==> src/rtl/imem_loader_pkg.sv <==
// imem_loader_pkg
//   Shared definitions for the instruction-memory boot loader:
//   loader state encoding, frame geometry constants and the
//   word-index to byte-address helper.
//   Optional feature macro used by the loader: IMEM_LOADER_CHECKSUM_EN.
package imem_loader_pkg;

    localparam int unsigned HDR_BYTES       = 2;
    localparam int unsigned BYTES_PER_WORD  = 4;
    localparam int unsigned WORD_BYTES_LOG2 = 2;

    typedef enum logic [2:0] {
        HDR_HI,
        HDR_LO,
        DATA,
        CHECK,
        FIN,
        DONE,
        ERR
    } state_t;

    // Byte address of word idx, counted from base.
    function automatic logic [31:0] word_addr(input logic [31:0] base,
                                              input logic [15:0] idx);
        return base + ({16'd0, idx} << WORD_BYTES_LOG2);
    endfunction

endpackage

==> src/rtl/imem_loader_if.sv <==
// imem_loader_if
//   Byte-stream input handshake and instruction-memory write bus of the
//   boot loader.
//   Signals:
//     in_valid  stream byte present
//     in_ready  loader can accept a byte
//     in_byte   stream byte
//     wr_en     one-cycle instruction-memory write strobe
//     wr_addr   word-aligned write byte address
//     wr_data   write word
//   Modports:
//     slave   the loader (consumes the stream, drives the write bus)
//     master  the host side (drives the stream, observes the write bus)
interface imem_loader_if;
    logic        in_valid;
    logic        in_ready;
    logic [7:0]  in_byte;
    logic        wr_en;
    logic [31:0] wr_addr;
    logic [31:0] wr_data;

    modport slave (
        input  in_valid,
        input  in_byte,
        output in_ready,
        output wr_en,
        output wr_addr,
        output wr_data
    );

    modport master (
        output in_valid,
        output in_byte,
        input  in_ready,
        input  wr_en,
        input  wr_addr,
        input  wr_data
    );
endinterface

==> src/rtl/imem_loader_byte_word_assembler.sv <==
// imem_loader_byte_word_assembler (the loader's byte_word_assembler)
//   Collects stream bytes MSB first into 32-bit words. A byte counter
//   wraps after the fourth byte; on that byte o_word_valid pulses
//   (combinationally, in the accepting cycle) with the completed word.
//   Ports:
//     clock         system clock
//     reset         synchronous active-high reset
//     i_clear       synchronous clear (new load requested)
//     i_byte_valid  a data byte is transferred this cycle
//     i_byte        data byte
//     o_word_valid  this byte completes a word
//     o_word        completed word (valid with o_word_valid)
module imem_loader_byte_word_assembler (
    input  logic        clock,
    input  logic        reset,
    input  logic        i_clear,
    input  logic        i_byte_valid,
    input  logic [7:0]  i_byte,
    output logic        o_word_valid,
    output logic [31:0] o_word
);
    import imem_loader_pkg::*;

    localparam int unsigned SHIFT_BITS = 8 * (BYTES_PER_WORD - 1);

    logic [WORD_BYTES_LOG2-1:0] r_byte_cnt;
    logic [SHIFT_BITS-1:0]      r_shift;

    always_ff @(posedge clock) begin
        if (reset || i_clear) begin
            r_byte_cnt <= '0;
            r_shift    <= '0;
        end else if (i_byte_valid) begin
            r_shift    <= {r_shift[SHIFT_BITS-9:0], i_byte};
            r_byte_cnt <= r_byte_cnt + 1'b1;
        end
    end

    // Only the three leading bytes are stored; the fourth is taken
    // straight from the input so the word is ready in its own cycle.
    assign o_word_valid = i_byte_valid && (&r_byte_cnt);
    assign o_word       = {r_shift, i_byte};

endmodule

==> src/rtl/imem_loader.sv <==
// imem_loader
//   Boot-time write side of the instruction memory. Receives a frame
//   (16-bit word count N MSB first, N big-endian words, optional
//   checksum byte) over a valid/ready byte stream and writes each word
//   at ADDR_BASE + 4*index. Holds the core in reset until the image is
//   complete.
//   Optional feature: define IMEM_LOADER_CHECKSUM_EN to require a
//   trailing XOR checksum byte over all header and data bytes.
//   Parameters:
//     ADDR_BASE  byte address of the first word
//     MAX_WORDS  largest accepted word count
//   Ports:
//     clock      system clock
//     reset      synchronous active-high reset
//     reload     request a new load (honoured in DONE / ERR only)
//     bus        stream handshake + memory write bus (slave modport)
//     cpu_reset  core reset, high except in DONE
//     done       image loaded (level)
//     error      load aborted (level)
module imem_loader #(
    parameter logic [31:0] ADDR_BASE = 32'h0000_0000,
    parameter int unsigned MAX_WORDS = 256
) (
    input  logic         clock,
    input  logic         reset,
    input  logic         reload,
    imem_loader_if.slave bus,
    output logic         cpu_reset,
    output logic         done,
    output logic         error
);
    import imem_loader_pkg::*;

`ifdef IMEM_LOADER_CHECKSUM_EN
    localparam state_t AFTER_DATA = CHECK;
`else
    localparam state_t AFTER_DATA = FIN;
`endif

    state_t      r_state;
    state_t      w_next;

    logic        w_ready;
    logic        w_accept;
    logic        w_reload_take;
    logic        w_last_word;
    logic [15:0] w_n;

    logic [15:0] r_count;
    logic [15:0] r_word_idx;
    logic        r_wr_en;
    logic [31:0] r_wr_addr;
    logic [31:0] r_wr_data;

    logic        w_word_valid;
    logic [31:0] w_word;

`ifdef IMEM_LOADER_CHECKSUM_EN
    logic [7:0]  r_csum;
`endif

    assign w_ready = (r_state == HDR_HI) || (r_state == HDR_LO) ||
                     (r_state == DATA)   || (r_state == CHECK);
    assign w_accept      = bus.in_valid && w_ready;
    assign w_reload_take = reload && ((r_state == DONE) || (r_state == ERR));
    // Full count as seen while the low header byte is on the bus.
    assign w_n           = {r_count[15:8], bus.in_byte};
    assign w_last_word   = (r_word_idx == (r_count - 16'd1));

    imem_loader_byte_word_assembler u_byte_word_assembler (
        .clock        (clock),
        .reset        (reset),
        .i_clear      (w_reload_take),
        .i_byte_valid (w_accept && (r_state == DATA)),
        .i_byte       (bus.in_byte),
        .o_word_valid (w_word_valid),
        .o_word       (w_word)
    );

    always_ff @(posedge clock) begin
        if (reset) begin
            r_state <= HDR_HI;
        end else begin
            r_state <= w_next;
        end
    end

    always_comb begin
        w_next = r_state;
        case (r_state)
            HDR_HI: begin
                if (w_accept) begin
                    w_next = HDR_LO;
                end
            end
            HDR_LO: begin
                if (w_accept) begin
                    if (32'(w_n) > MAX_WORDS) begin
                        w_next = ERR;
                    end else if (w_n == 16'd0) begin
                        w_next = AFTER_DATA;
                    end else begin
                        w_next = DATA;
                    end
                end
            end
            DATA: begin
                if (w_word_valid && w_last_word) begin
                    w_next = AFTER_DATA;
                end
            end
`ifdef IMEM_LOADER_CHECKSUM_EN
            CHECK: begin
                if (w_accept) begin
                    w_next = (bus.in_byte == r_csum) ? FIN : ERR;
                end
            end
`endif
            FIN: begin
                w_next = DONE;
            end
            DONE, ERR: begin
                if (reload) begin
                    w_next = HDR_HI;
                end
            end
            default: begin
                w_next = HDR_HI;
            end
        endcase
    end

    always_ff @(posedge clock) begin
        if (reset) begin
            r_count    <= '0;
            r_word_idx <= '0;
            r_wr_en    <= 1'b0;
            r_wr_addr  <= ADDR_BASE;
            r_wr_data  <= '0;
        end else begin
            r_wr_en <= 1'b0;
            if (w_reload_take) begin
                r_word_idx <= '0;
            end
            if (w_accept && (r_state == HDR_HI)) begin
                r_count <= {bus.in_byte, 8'h00};
            end
            if (w_accept && (r_state == HDR_LO)) begin
                r_count <= w_n;
            end
            if (w_word_valid) begin
                r_wr_en    <= 1'b1;
                r_wr_addr  <= word_addr(ADDR_BASE, r_word_idx);
                r_wr_data  <= w_word;
                r_word_idx <= r_word_idx + 16'd1;
            end
        end
    end

`ifdef IMEM_LOADER_CHECKSUM_EN
    always_ff @(posedge clock) begin
        if (reset || w_reload_take) begin
            r_csum <= '0;
        end else if (w_accept && (r_state != CHECK)) begin
            r_csum <= r_csum ^ bus.in_byte;
        end
    end
`endif

    assign bus.in_ready = w_ready;
    assign bus.wr_en    = r_wr_en;
    assign bus.wr_addr  = r_wr_addr;
    assign bus.wr_data  = r_wr_data;

    assign done      = (r_state == DONE);
    assign error     = (r_state == ERR);
    assign cpu_reset = (r_state != DONE);

endmodule
==> src/flat_wrapper.sv <==
// flat-port wrapper written by rule: the top's interface ports become plain ports
module imem_loader_flat import imem_loader_pkg::*;
#(
    parameter logic [31:0] ADDR_BASE = 32'h0000_0000,
    parameter int unsigned MAX_WORDS = 256
)
  (clock, reset, reload, cpu_reset, done, error, bus_in_valid, bus_in_byte, bus_in_ready, bus_wr_en, bus_wr_addr, bus_wr_data);
  imem_loader_if bus_i ();
  input  logic clock;
  input  logic reset;
  input  logic reload;
  output logic cpu_reset;
  output logic done;
  output logic error;
  input wire logic [$bits(bus_i.in_valid)-1:0] bus_in_valid;
  input wire logic [$bits(bus_i.in_byte)-1:0] bus_in_byte;
  output wire logic [$bits(bus_i.in_ready)-1:0] bus_in_ready;
  output wire logic [$bits(bus_i.wr_en)-1:0] bus_wr_en;
  output wire logic [$bits(bus_i.wr_addr)-1:0] bus_wr_addr;
  output wire logic [$bits(bus_i.wr_data)-1:0] bus_wr_data;
  assign bus_i.in_valid = bus_in_valid;
  assign bus_i.in_byte = bus_in_byte;
  assign bus_in_ready = bus_i.in_ready;
  assign bus_wr_en = bus_i.wr_en;
  assign bus_wr_addr = bus_i.wr_addr;
  assign bus_wr_data = bus_i.wr_data;
  imem_loader #(.ADDR_BASE(ADDR_BASE), .MAX_WORDS(MAX_WORDS)) u_core (.clock(clock), .reset(reset), .reload(reload), .bus(bus_i), .cpu_reset(cpu_reset), .done(done), .error(error));
endmodule
==> config.mk <==
export PLATFORM = sky130hd
export DESIGN_NAME = imem_loader_flat
export DESIGN_NICKNAME = d
export VERILOG_FILES = /design/src/rtl/imem_loader_pkg.sv /design/src/rtl/imem_loader_if.sv /design/src/rtl/imem_loader_byte_word_assembler.sv /design/src/rtl/imem_loader.sv /design/src/flat_wrapper.sv
export SDC_FILE = /design/constraint.sdc
export NUM_CORES = 1
export LEC_CHECK = 0
export BUFFER_PORTS_ARGS = -buffer_cell sky130_fd_sc_hd__clkbuf_2
export CAP_MARGIN = 0
export CORE_UTILIZATION = 45
export DETAILED_ROUTE_END_ITERATION = 6
export PLACE_DENSITY = 0.65
export SLEW_MARGIN = 10
export SYNTH_ARGS = -nofsm -noshare
export SYNTH_HDL_FRONTEND = slang
export SYNTH_SLANG_ARGS = --single-unit
==> constraint.sdc <==
create_clock -name clock -period 3.7 [get_ports clock]
set_clock_uncertainty 0.15 [all_clocks]
set_input_delay 0 -clock clock [delete_from_list [all_inputs] [get_ports clock]]
set_output_delay 0 -clock clock [all_outputs]
set_load 0.05 [all_outputs]
# [Yosys cells after proc, flatten, opt, wreduce, memory -nomap -nowiden]
# Index checks and enable logic that the tools add are counted.
[word_totals] regBits=110 inputBits=12 word_cells=58
[classes] addsub=3 n_lt_le_gt_ge=1 eq_ne=12 n_mux=12 bitwise_logic=1 n_reduce_logical=20
[ops] cell="$mux 16" count=2
[ops] cell="$mux 3" count=6
[ops] cell="$add 16x1->16 const B" count=1
[ops] cell="$eq 16x16->1" count=1
[ops] cell="$gt 16x9->1 const B" count=1
[ops] cell="$logic_not 16->1" count=1
[ops] cell="$mux 8" count=2
[ops] cell="$sub 16x1->16 const B" count=1
[ops] cell="$pmux 3 s5" count=1
[ops] cell="$eq 3x3->1 const B" count=3
[ops] cell="$logic_and 1x1->1" count=7
[ops] cell="$eq 3x2->1 const B" count=2
[ops] cell="$logic_or 1x1->1" count=5
[ops] cell="$ne 2x1->1 const B" count=2
[ops] cell="$ne 2x2->1 const B" count=2
[ops] cell="$reduce_and 2->1" count=2
[ops] cell="$reduce_and 4->1" count=1
[ops] cell="$reduce_bool 2->1" count=2
[ops] cell="$eq 3x1->1 const B" count=1
[ops] cell="$logic_not 3->1" count=1
[ops] cell="$ne 3x3->1 const B" count=1
[ops] cell="$add 2x1->2 const B" count=1
[ops] cell="$reduce_or 2->1" count=1
[ops] cell="$mux 1" count=1
[ops] cell="$not 1->1" count=1

# [Longest topological paths before layout]
# Gate-level depths: netlist (run 1).
[logic_depth] depth_word=10 mapped_depth=9 ltp_nobuf=8

# [Modules after synthesis]
# A second synthesis (run 1) with hierarchy kept.
[hier_totals] hier_cells=552 hier_area_um2=5029.8
[modules_own_cells] module="imem_loader" n_inst=1 cells_each=457 area_per_inst_um2=3990.1
[modules_own_cells] module="imem_loader_byte_word_assembler" n_inst=1 cells_each=95 area_per_inst_um2=1039.7

# [Worst setup path after synthesis (run 1)]
# No wires, ideal clock.
[synth_path] path_type="register -> register" start="register u_core.r_count[0]" end="register u_core.r_state[1]" setup_time_ns=0.126 arrival_time_ns=1.825 required_ns=3.424 slack_ns=1.598 stages_incl_launch_ff=9 synth_period_minus_slack_ns=2.102 path_cell_list="dfxtp_1 -> inv_1 -> ha_1 -> xor2_1 -> nand4_1 -> a2111oi_0 -> nand4_1 -> o41ai_2 -> o21ai_1"
[synth_between] elab_chain_cells=5
[synth_rtl] element="start, declared" line_no="imem_loader.sv:49" source="logic [15:0] r_count;"
[synth_rtl] element="start signal, assigned" line_no="imem_loader.sv:146" source="r_count <= {bus.in_byte, 8'h00};"
[synth_rtl] element="start signal, assigned" line_no="imem_loader.sv:149" source="r_count <= w_n;"
[synth_rtl] element="$sub 16x1->16" line_no="imem_loader.sv:68" source="assign w_last_word = (r_word_idx == (r_count - 16'd1));"
[synth_rtl] element="$eq 16x16->1" line_no="imem_loader.sv:68"
[synth_rtl] element="$logic_and 1x1->1" line_no="imem_loader.sv:108" source="if (w_word_valid && w_last_word) begin"
[synth_rtl] element="$ne 2x2->1 (no source line)"
[synth_rtl] element="$reduce_and 4->1 (no source line)"
[synth_rtl] element="end signal, assigned" line_no="imem_loader.sv:84" source="r_state <= w_next;"
[synth_rtl] element="end, declared" line_no="imem_loader.sv:40" source="state_t r_state;"
# Every way passes these cells.
# A chain may end at the register's enable or synchronous reset.

# [Worst setup path in the final report (run 1)]
[layout_path] start="register u_core.r_state[0]" end="register u_core.r_word_idx[9]"
[layout_between] elab_chain_cells=8
[layout_rtl] element="$eq 3x1->1 or $logic_not 3->1 (tied branches)" line_no="imem_loader.sv:62" source="assign w_ready = (r_state == HDR_HI) || (r_state == HDR_LO) ||"
[layout_rtl] element="$logic_or 1x1->1 (2 in a row)" line_no="imem_loader.sv:62"
[layout_rtl] element="$logic_or 1x1->1" line_no="imem_loader.sv:63" source="(r_state == DATA) || (r_state == CHECK);"
[layout_rtl] element="$logic_and 1x1->1" line_no="imem_loader.sv:64" source="assign w_accept = bus.in_valid && w_ready;"
[layout_rtl] element="$logic_and 1x1->1" line_no="imem_loader.sv:74" source=".i_byte_valid (w_accept && (r_state == DATA)),"
[layout_rtl] element="$logic_and 1x1->1" line_no="imem_loader_byte_word_assembler.sv:41" source="assign o_word_valid = i_byte_valid && (&r_byte_cnt);"
[layout_rtl] element="$mux 16 or $reduce_bool 2->1 (tied branches)"
[layout_rtl] element="end signal, assigned" line_no="imem_loader.sv:155" source="r_word_idx <= r_word_idx + 16'd1;"
[layout_rtl] element="end, declared" line_no="imem_loader.sv:50" source="logic [15:0] r_word_idx;"
# Several ways; a longest one is shown, not always the timed one.

==> results of run 1 <==
## kinds of logic (layout without fill, tap and decap cells)
kind of cell	after synthesis	after routing	synth area share (%)
AOI/OAI and AO/OA	135	135	15.7
xor gates and xnor gates	24	24	4.41
adders and majority gates	3	3	0.788
buffers and inverters	64	102	6.46
DFF	110	110	46.2
muxes	1	1	0.210
other	1	16	0.0787
and+or+nand+nor	284	284	26.1
## cell usage after synthesis, types with 2 or more instances
cell type	n
a31oi_1	2
o211ai_1	5
ha_1	3
or2_2	2
or3_1	5
nor2b_1	5
a311oi_1	2
o21ai_0	10
nor2_1	22
nand2_1	191
buf_4	17
xor2_1	7
nand4_1	7
nor3_1	7
and3_1	6
o21a_1	3
nor4_1	5
dfxtp_1	110
a211o_1	3
buf_2	3
xnor2_1	17
clkbuf_1	38
nand2b_1	2
and2_1	3
nand3_1	21
a21oi_1	102
inv_1	6
## routing by layer
layer | vias to the layer above | global-route usage, % | share of wire [%]
met4 | 0 | 8.15 | 1.9
met2 | 123 | 33.8 | 46
met1 | 1972 | 29.5 | 47
met3 | 22 | 4.18 | 5.3
met5 | - | 0 | 0
li1 | 2146 | - | -
## critical path: stages (launching register included)
cell and delay, ns:
dfxtp_1 0.49, and4bb_1 0.54, and2_2 0.42, nand2_1 0.12
or3_1 0.43, or3_1 0.36, a21oi_1 0.14
## report_power, final
part	switching [mW]	internal (mW)	total (mW)
logic	0.216	0.117	0.333
registers	0.0508	1.21	1.26
clock network	0.450	0.261	0.711
total	0.716	1.59	2.31
## through the flow
stage	std cells	utilization, %	instance area (um^2)	hold WS (ns)
2_1_floorplan	637	-	4820	-0.0140
3_3_place_gp	785	49.4	5070	0.178
3_5_place_dp	785	49.4	5070	0.181
4_1_cts	811	52.2	5370	0.0816
5_1_grt	811	52.2	5370	0.123
6_report	811	52.2	5370	0.0950
## timing repair
action                                  CTS  global route
resized for setup                         0             0
endpoints found under the setup margin    0             0
endpoints found under the hold margin    35             0
hold buffers                             10             0
## sequential cells by signal (all words and copies together), names as in the netlist
signal / cells
u_core.bus.wr_data: 32
u_core.u_byte_word_assembler.r_shift: 24
u_core.bus.wr_addr: 16
u_core.r_count: 16
u_core.r_word_idx: 16
u_core.r_state: 3
u_core.u_byte_word_assembler.r_byte_cnt: 2
u_core.bus.wr_en: 1
## final timing paths
check             cells after the start  slack [ns]                                             startpoint                                  end
setup reg to reg                      6        0.99                         u_core.r_state[0]$_SDFFE_PP0P_    u_core.r_word_idx[9]$_SDFFE_PP0P_
hold / removal                        2         0.1                                                  reset    u_core.r_word_idx[2]$_SDFFE_PP0P_
hold reg to reg                       2        0.31  u_core.u_byte_word_assembler.r_shift[18]$_SDFFE_PP0P_  u_core.bus.wr_data[26]$_SDFFE_PP0P_
setup / recovery                      6        0.99                         u_core.r_state[0]$_SDFFE_PP0P_    u_core.r_word_idx[9]$_SDFFE_PP0P_
## final cells by class
cell class	instances	share of cell area (%)
inverters	6	0.420
multi-input cells	463	43.1
clock buffers	9	2.31
repair buffers	80	8.68
clock inverters	7	1.28
flip-flops and latches	110	41.0
well taps	136	3.17
==> qor.yml, run 1 <==
outcome:
  status: "finished clean"
synthesis:
  synth.distinct_cells: 45
  synth_edf_count: 0
  seq_area_frac_synth_pct: 46.2
  synth_top_area_cell: "dfxtp_1"
  synthCells: 622
  yosys_warnings: 0
  ys_ff_latch: 110
  synth_ff_type: "dfxtp_1"
  async_reset_ff_share_pct: 0
  synth_area_per_cell_um2: 7.66
  synth_area_leaders: "dfxtp_1 (46%), nand2_1 (15%), a21oi_1 (11%)"
  netlist_area_mm2: 0.00476
  synth_top_cell_area_share_pct: 46.2
power:
  power_mw: 2.31
  power_density_mw_per_mm2: 430
  leakagePower_nw: 1.97
  ir_drop_uv: 241
drt:
  ant_nets: 0
  first_pass_iters: 4
  drt_iter0_drc: 167
  vias_per_cell: 5.26
  totalWireLength_um: 11400
  drc: 0
  wl_per_cell_um: 14.1
  vias: 4263
place:
  post-place-ws_ns: 0.977
  dpl.hpwl_um: 7830
  place.gp.congestion: 0.898
  portBuffers: 64
sta:
  rsz0062_at_grt: "false"
  finalHoldViolations: 0
  tns_ns: 0
  min_period_ns: 2.71
  worst_slack_ns: 0.986
  worst_slew_pin_slew_ns: 0.930
  post-route-period-util_pct: 73.3
  finalMaxSlewViolations: 0
  setup_violations: 0
  fmax_mhz: 369
  relSlewSlack_pct: 37.8
setup_path:
  start_kind: "register"
  required_ns: 3.87
  worstPathArrival_ns: 2.88
  crit_fanout: 18
  crit_type: "register to register"
  cp-end-kind: "register"
clocking:
  clock-sinks: 110
  cts_made_buffers: 9
  cts-htree-levels: 3
  clk_latency_ns: 0.39
  cts_root_buf: "clkbuf_8"
  clk_pin_slew_ns: 0.12
  post-cts-setup-buffers: 0
  cts_buffer_depth: 2
  cts_tree: "built"
finish:
  num-fill-cells: 1043
  antennaDiodeCount: 0
  synthToLayoutAreaGrowth_pct: 12.7
  regArea_mm2: 0.00220
  final_common_cell: "nand2_1"
  multi_input_area_mm2: 0.00231
  fin_nets: 685
  layout_common_cells: "nand2_1 (190), dfxtp_1 (110), a21oi_1 (102)"
  layout-drive-gt1-share_pct: 13.9
grt:
  grt_pass1_vias: 3940
  track_usage_pct: 21.6
  grt_first_pass_wirelength_um: 19200
  antenna_found_initial: 0
  grt_overflow: 0
  grt_max_degree: 51
floorplan:
  die_x_um: 105
  coreArea_mm2: 0.0103
  ios: 81
  initial_core_util_pct: 46.3
  dieArea_mm2: 0.0110
  die_h_um: 105
  rows: 37
run:
  drv_cap: 0
worst_hold_path:
  hp-class: "input port to register"
(Power assumes the default switching activity.)
==> run 2: changes to the inputs <==
--- a/config.mk
+++ b/config.mk
@@ -5,11 +5,12 @@
 export SDC_FILE = /design/constraint.sdc
 export NUM_CORES = 1
 export LEC_CHECK = 0
+export ABC_AREA = 1
 export BUFFER_PORTS_ARGS = -buffer_cell sky130_fd_sc_hd__clkbuf_2
 export CAP_MARGIN = 0
 export CORE_UTILIZATION = 45
 export DETAILED_ROUTE_END_ITERATION = 6
-export PLACE_DENSITY = 0.65
+export PLACE_DENSITY = 0.67
 export SLEW_MARGIN = 10
 export SYNTH_ARGS = -nofsm -noshare
 export SYNTH_HDL_FRONTEND = slang
==> constraint.sdc (replaced) <==
create_clock -name clock -period 2.3 [get_ports clock]
set_clock_uncertainty 0.15 [all_clocks]
set_input_delay 0 -clock clock [delete_from_list [all_inputs] [get_ports clock]]
set_output_delay 0 -clock clock [all_outputs]
set_load 0.05 [all_outputs]
==> run 2 against run 1 <==
Compared with the run above: critical path depth grew 10; synthesized area increased by 5.0%; global-route usage grew 0.93 points; critical path type unchanged; largest cell class unchanged.
==> qor.yml, run 2 <==
synthesis:
  synth_adder_area_share_pct: 0.750  # -0.038 points
  synth.distinct_cells: 41  # -8.9%
  synth_top_cell_area_share_pct: 44.0  # -2.2 points
  synth-compound-area-share_pct: 13.6  # -2.1 points
  netlist_area_mm2: 0.00500  # +5.0%
  synth_top_family_by_area: "simple AND/OR/NAND/NOR gates"
  ys_ff_latch: 110  # unchanged
  synth_area_per_cell_um2: 7.15  # -6.7%
  synth_commonest_cells: "nand2_1 (202), dfxtp_1 (110), a21oi_1 (83)"
  yosys.area_share.simple_pct: 30.4  # +4.3 points
  async_reset_ff_share_pct: 0  # unchanged
  synth_top_area_cell: "dfxtp_1"
  synth_xor_area_share_pct: 1.75  # -2.7 points
  synth_most_common_cell: "nand2_1"
  synth_ff_type: "dfxtp_1"
  synth_area_leaders: "dfxtp_1 (44%), nand2_1 (15%), a21oi_1 (8.3%)"
  synthCells: 700  # +13%
  muxShareOfSynthArea_pct: 0  # -0.21 points
  yosys_warnings: 0  # unchanged
  synth_edf_count: 0  # unchanged
  seq_area_frac_synth_pct: 44.0  # -2.2 points
clocking:
  post-cts-setup-buffers: 0  # unchanged
  cts_made_buffers: 9  # unchanged
  clock-sinks: 110  # unchanged
  clk_latency_ns: 0.38  # about the same
  cts_tree: "built"
  cts_buffer_depth: 2  # unchanged
  clk_pin_slew_ns: 0.11  # about the same
  cts_root_buf: "clkbuf_8"
  cts-htree-levels: 3  # unchanged
setup_path:
  cpPeakStageDelay_ns: 0.40  # -0.14 ns
  crit_fanout: 5  # -13
  cp-end-kind: "register"
  cpLargestDelayFamily: "simple AND/OR/NAND/NOR gates"
  worstPathArrival_ns: 2.21  # -0.67 ns
  path_cells: "inv_1 > ha_1 > inv_1 > nand2_1 > nand2_1 > nand2_1 > nor2_1 > nand2_1 > nor2_1 > nand4_1 > nor2_1 > nand2_1 > nand2_2 > nand3_2 > nor2_1 > nor2_1"
  required_ns: 2.44  # -1.43 ns
  start_kind: "register"
  crit_buf_inv: 2  # +2
  crit_type: "register to register"
  slowest_stage: "dfxtp_1"
finish:
  layout_common_cells: "nand2_1 (201), dfxtp_1 (109), a21oi_1 (83)"
  antennaDiodeCount: 0  # unchanged
  multi_input_area_mm2: 0.00240  # +3.6%
  layout-drive-gt1-share_pct: 14.9  # +1.0 points
  final_common_cell: "nand2_1"
  num-fill-cells: 1079  # +3.5%
  fin_nets: 786  # +15%
  synthToLayoutAreaGrowth_pct: 14.3
  finish.instance_area_mm2: 0.00572  # +6.6%
  regArea_mm2: 0.00220  # about the same
  largest_reg_flops: 32  # unchanged
power:
  power_density_mw_per_mm2: 671  # +56%
  leakagePower_nw: 2.54  # +29%
  ir_drop_uv: 369  # +53%
  power_mw: 3.83  # +66%
drt:
  ant_nets: 0  # unchanged
  drc: 0  # unchanged
  first_pass_iters: 4  # unchanged
  drt_iter0_drc: 211  # +26%
  totalWireLength_um: 12300  # +7.4%
  vias_per_cell: 5.15  # -2.0%
  wl_per_cell_um: 13.4  # -4.9%
  vias: 4721  # +11%
sta:
  tns_ns: 0  # unchanged
  finalHoldViolations: 0  # unchanged
  fmax_mhz: 482  # +31%
  worst_slew_pin_slew_ns: 0.515  # -0.416 ns
  rsz0062_at_grt: "false"
  min_period_ns: 2.07  # -0.640 ns
  post-route-period-util_pct: 90.1  # +17 points
  finalMaxSlewViolations: 0  # unchanged
  setup_violations: 0  # unchanged
  relSlewSlack_pct: 65.6  # +28 points
grt:
  antenna_found_initial: 0  # unchanged
  track_usage_pct: 22.6  # +0.93 points
  grt_overflow: 0  # unchanged
  grt_max_degree: 31  # -39%
  grt_first_pass_wirelength_um: 20500  # +6.7%
  grt_pass1_vias: 4411  # +12%
run:
  drv_cap: 0  # unchanged
worst_hold_path:
  hp-class: "input port to register"
place:
  placed_cell_area_mm2: 0.00541  # +6.7%
  portBuffers: 64  # unchanged
  dpl.hpwl_um: 9010  # +15%
  place.gp.congestion: 0.867  # -3.5%
floorplan:
  dieArea_mm2: 0.0115  # +5.0%
  initial_core_util_pct: 46.1  # -0.19 points
  die_h_um: 107  # +2.4%
  die_x_um: 107  # +2.4%
  rows: 38  # +2.7%
  ios: 81  # unchanged
  coreArea_mm2: 0.0108  # +5.5%
outcome:
  status: "finished clean"
==> run 2: cell types whose count changed after synthesis, moves of 19 or more <==
| cell | previous run | this run |
|---|---|---|
| o21ai_0 | 10 | 32 |
| clkbuf_1 | 38 | 16 |
| inv_1 | 6 | 58 |
| a21oi_1 | 102 | 83 |
| nor2_1 | 22 | 43 |
| nand3_1 | 21 | 67 |
==> run 2: logic make-up after synthesis <==
kind of cell,after synthesis
compound gates,127
buf+inv,105
flops,110
xor+xnor,10
other cells,1
fa+ha+maj,3
simple gates,344
==> run 2: report_power, final <==
part / leakage (nW) / internal [mW] / switching [mW] / total, mW
Combinational: 1.56 / 0.214 / 0.477 / 0.691
Clock: 0.0934 / 0.412 / 0.721 / 1.13
Sequential: 0.889 / 1.95 / 0.0586 / 2.01
Total: 2.54 / 2.58 / 1.26 / 3.83
==> run 2: cell type report <==
cell class              count  share of cell area (%)
clock buffers               9                    2.17
clock inverters             7                    1.01
inverters                  62                    4.07
multi-input cells         500                    41.9
flip-flops and latches    110                    38.5
well taps                 140                    3.06
repair buffers             88                    9.24
==> run 2: repair_timing <==
action                                  4_1_cts  5_1_grt
endpoints found under the setup margin        0        3
endpoints found under the hold margin        54        0
hold buffers                                 11        0
gates resized for setup                       0        5
==> run 2: path summary, 6_finish.rpt <==
check,slack (ns),start,to,cells past startpoint
worst min register to register,0.31,u_core.u_byte_word_assembler.r_shift[4]$_SDFFE_PP0P_,u_core.bus.wr_data[12]$_SDFFE_PP0P_,2
worst max-delay path,0.23,u_core.r_count[0]$_SDFFE_PP0P_,u_core.r_state[0]$_SDFFE_PP0P_,16
worst max register to register,0.23,u_core.r_count[0]$_SDFFE_PP0P_,u_core.r_state[0]$_SDFFE_PP0P_,16
worst min-delay path,0.01,bus_in_valid,u_core.r_count[3]$_SDFFE_PP0P_,6
==> run 2: per-stage QoR <==
stage	hold slack (ns)	setup WS (ns)	std cells	utilization [%]
after floorplan	-0.00538	0.283	715	-
after global placement	0.132	0.304	889	49.9
after detailed placement	0.140	0.252	889	49.9
after CTS	0.00190	0.231	916	52.6
after global routing	0.0414	0.0509	916	52.7
final	0.0141	0.227	916	52.7
==> run 2: metal layers <==
metal / GRT usage (%) / wire length, um
met5: 0 / 0
met4: 7.83 / 232
met3: 4.24 / 668
met2: 38.4 / 5860
met1: 28.5 / 5500
==> run 2: tightest hold or removal path, stage by stage <==
cell	delay [ns]
clkbuf_2	0.09
inv_1	0.08
nor3_1	0.05
buf_4	0.16
nand2_1	0.06
a21oi_1	0.05
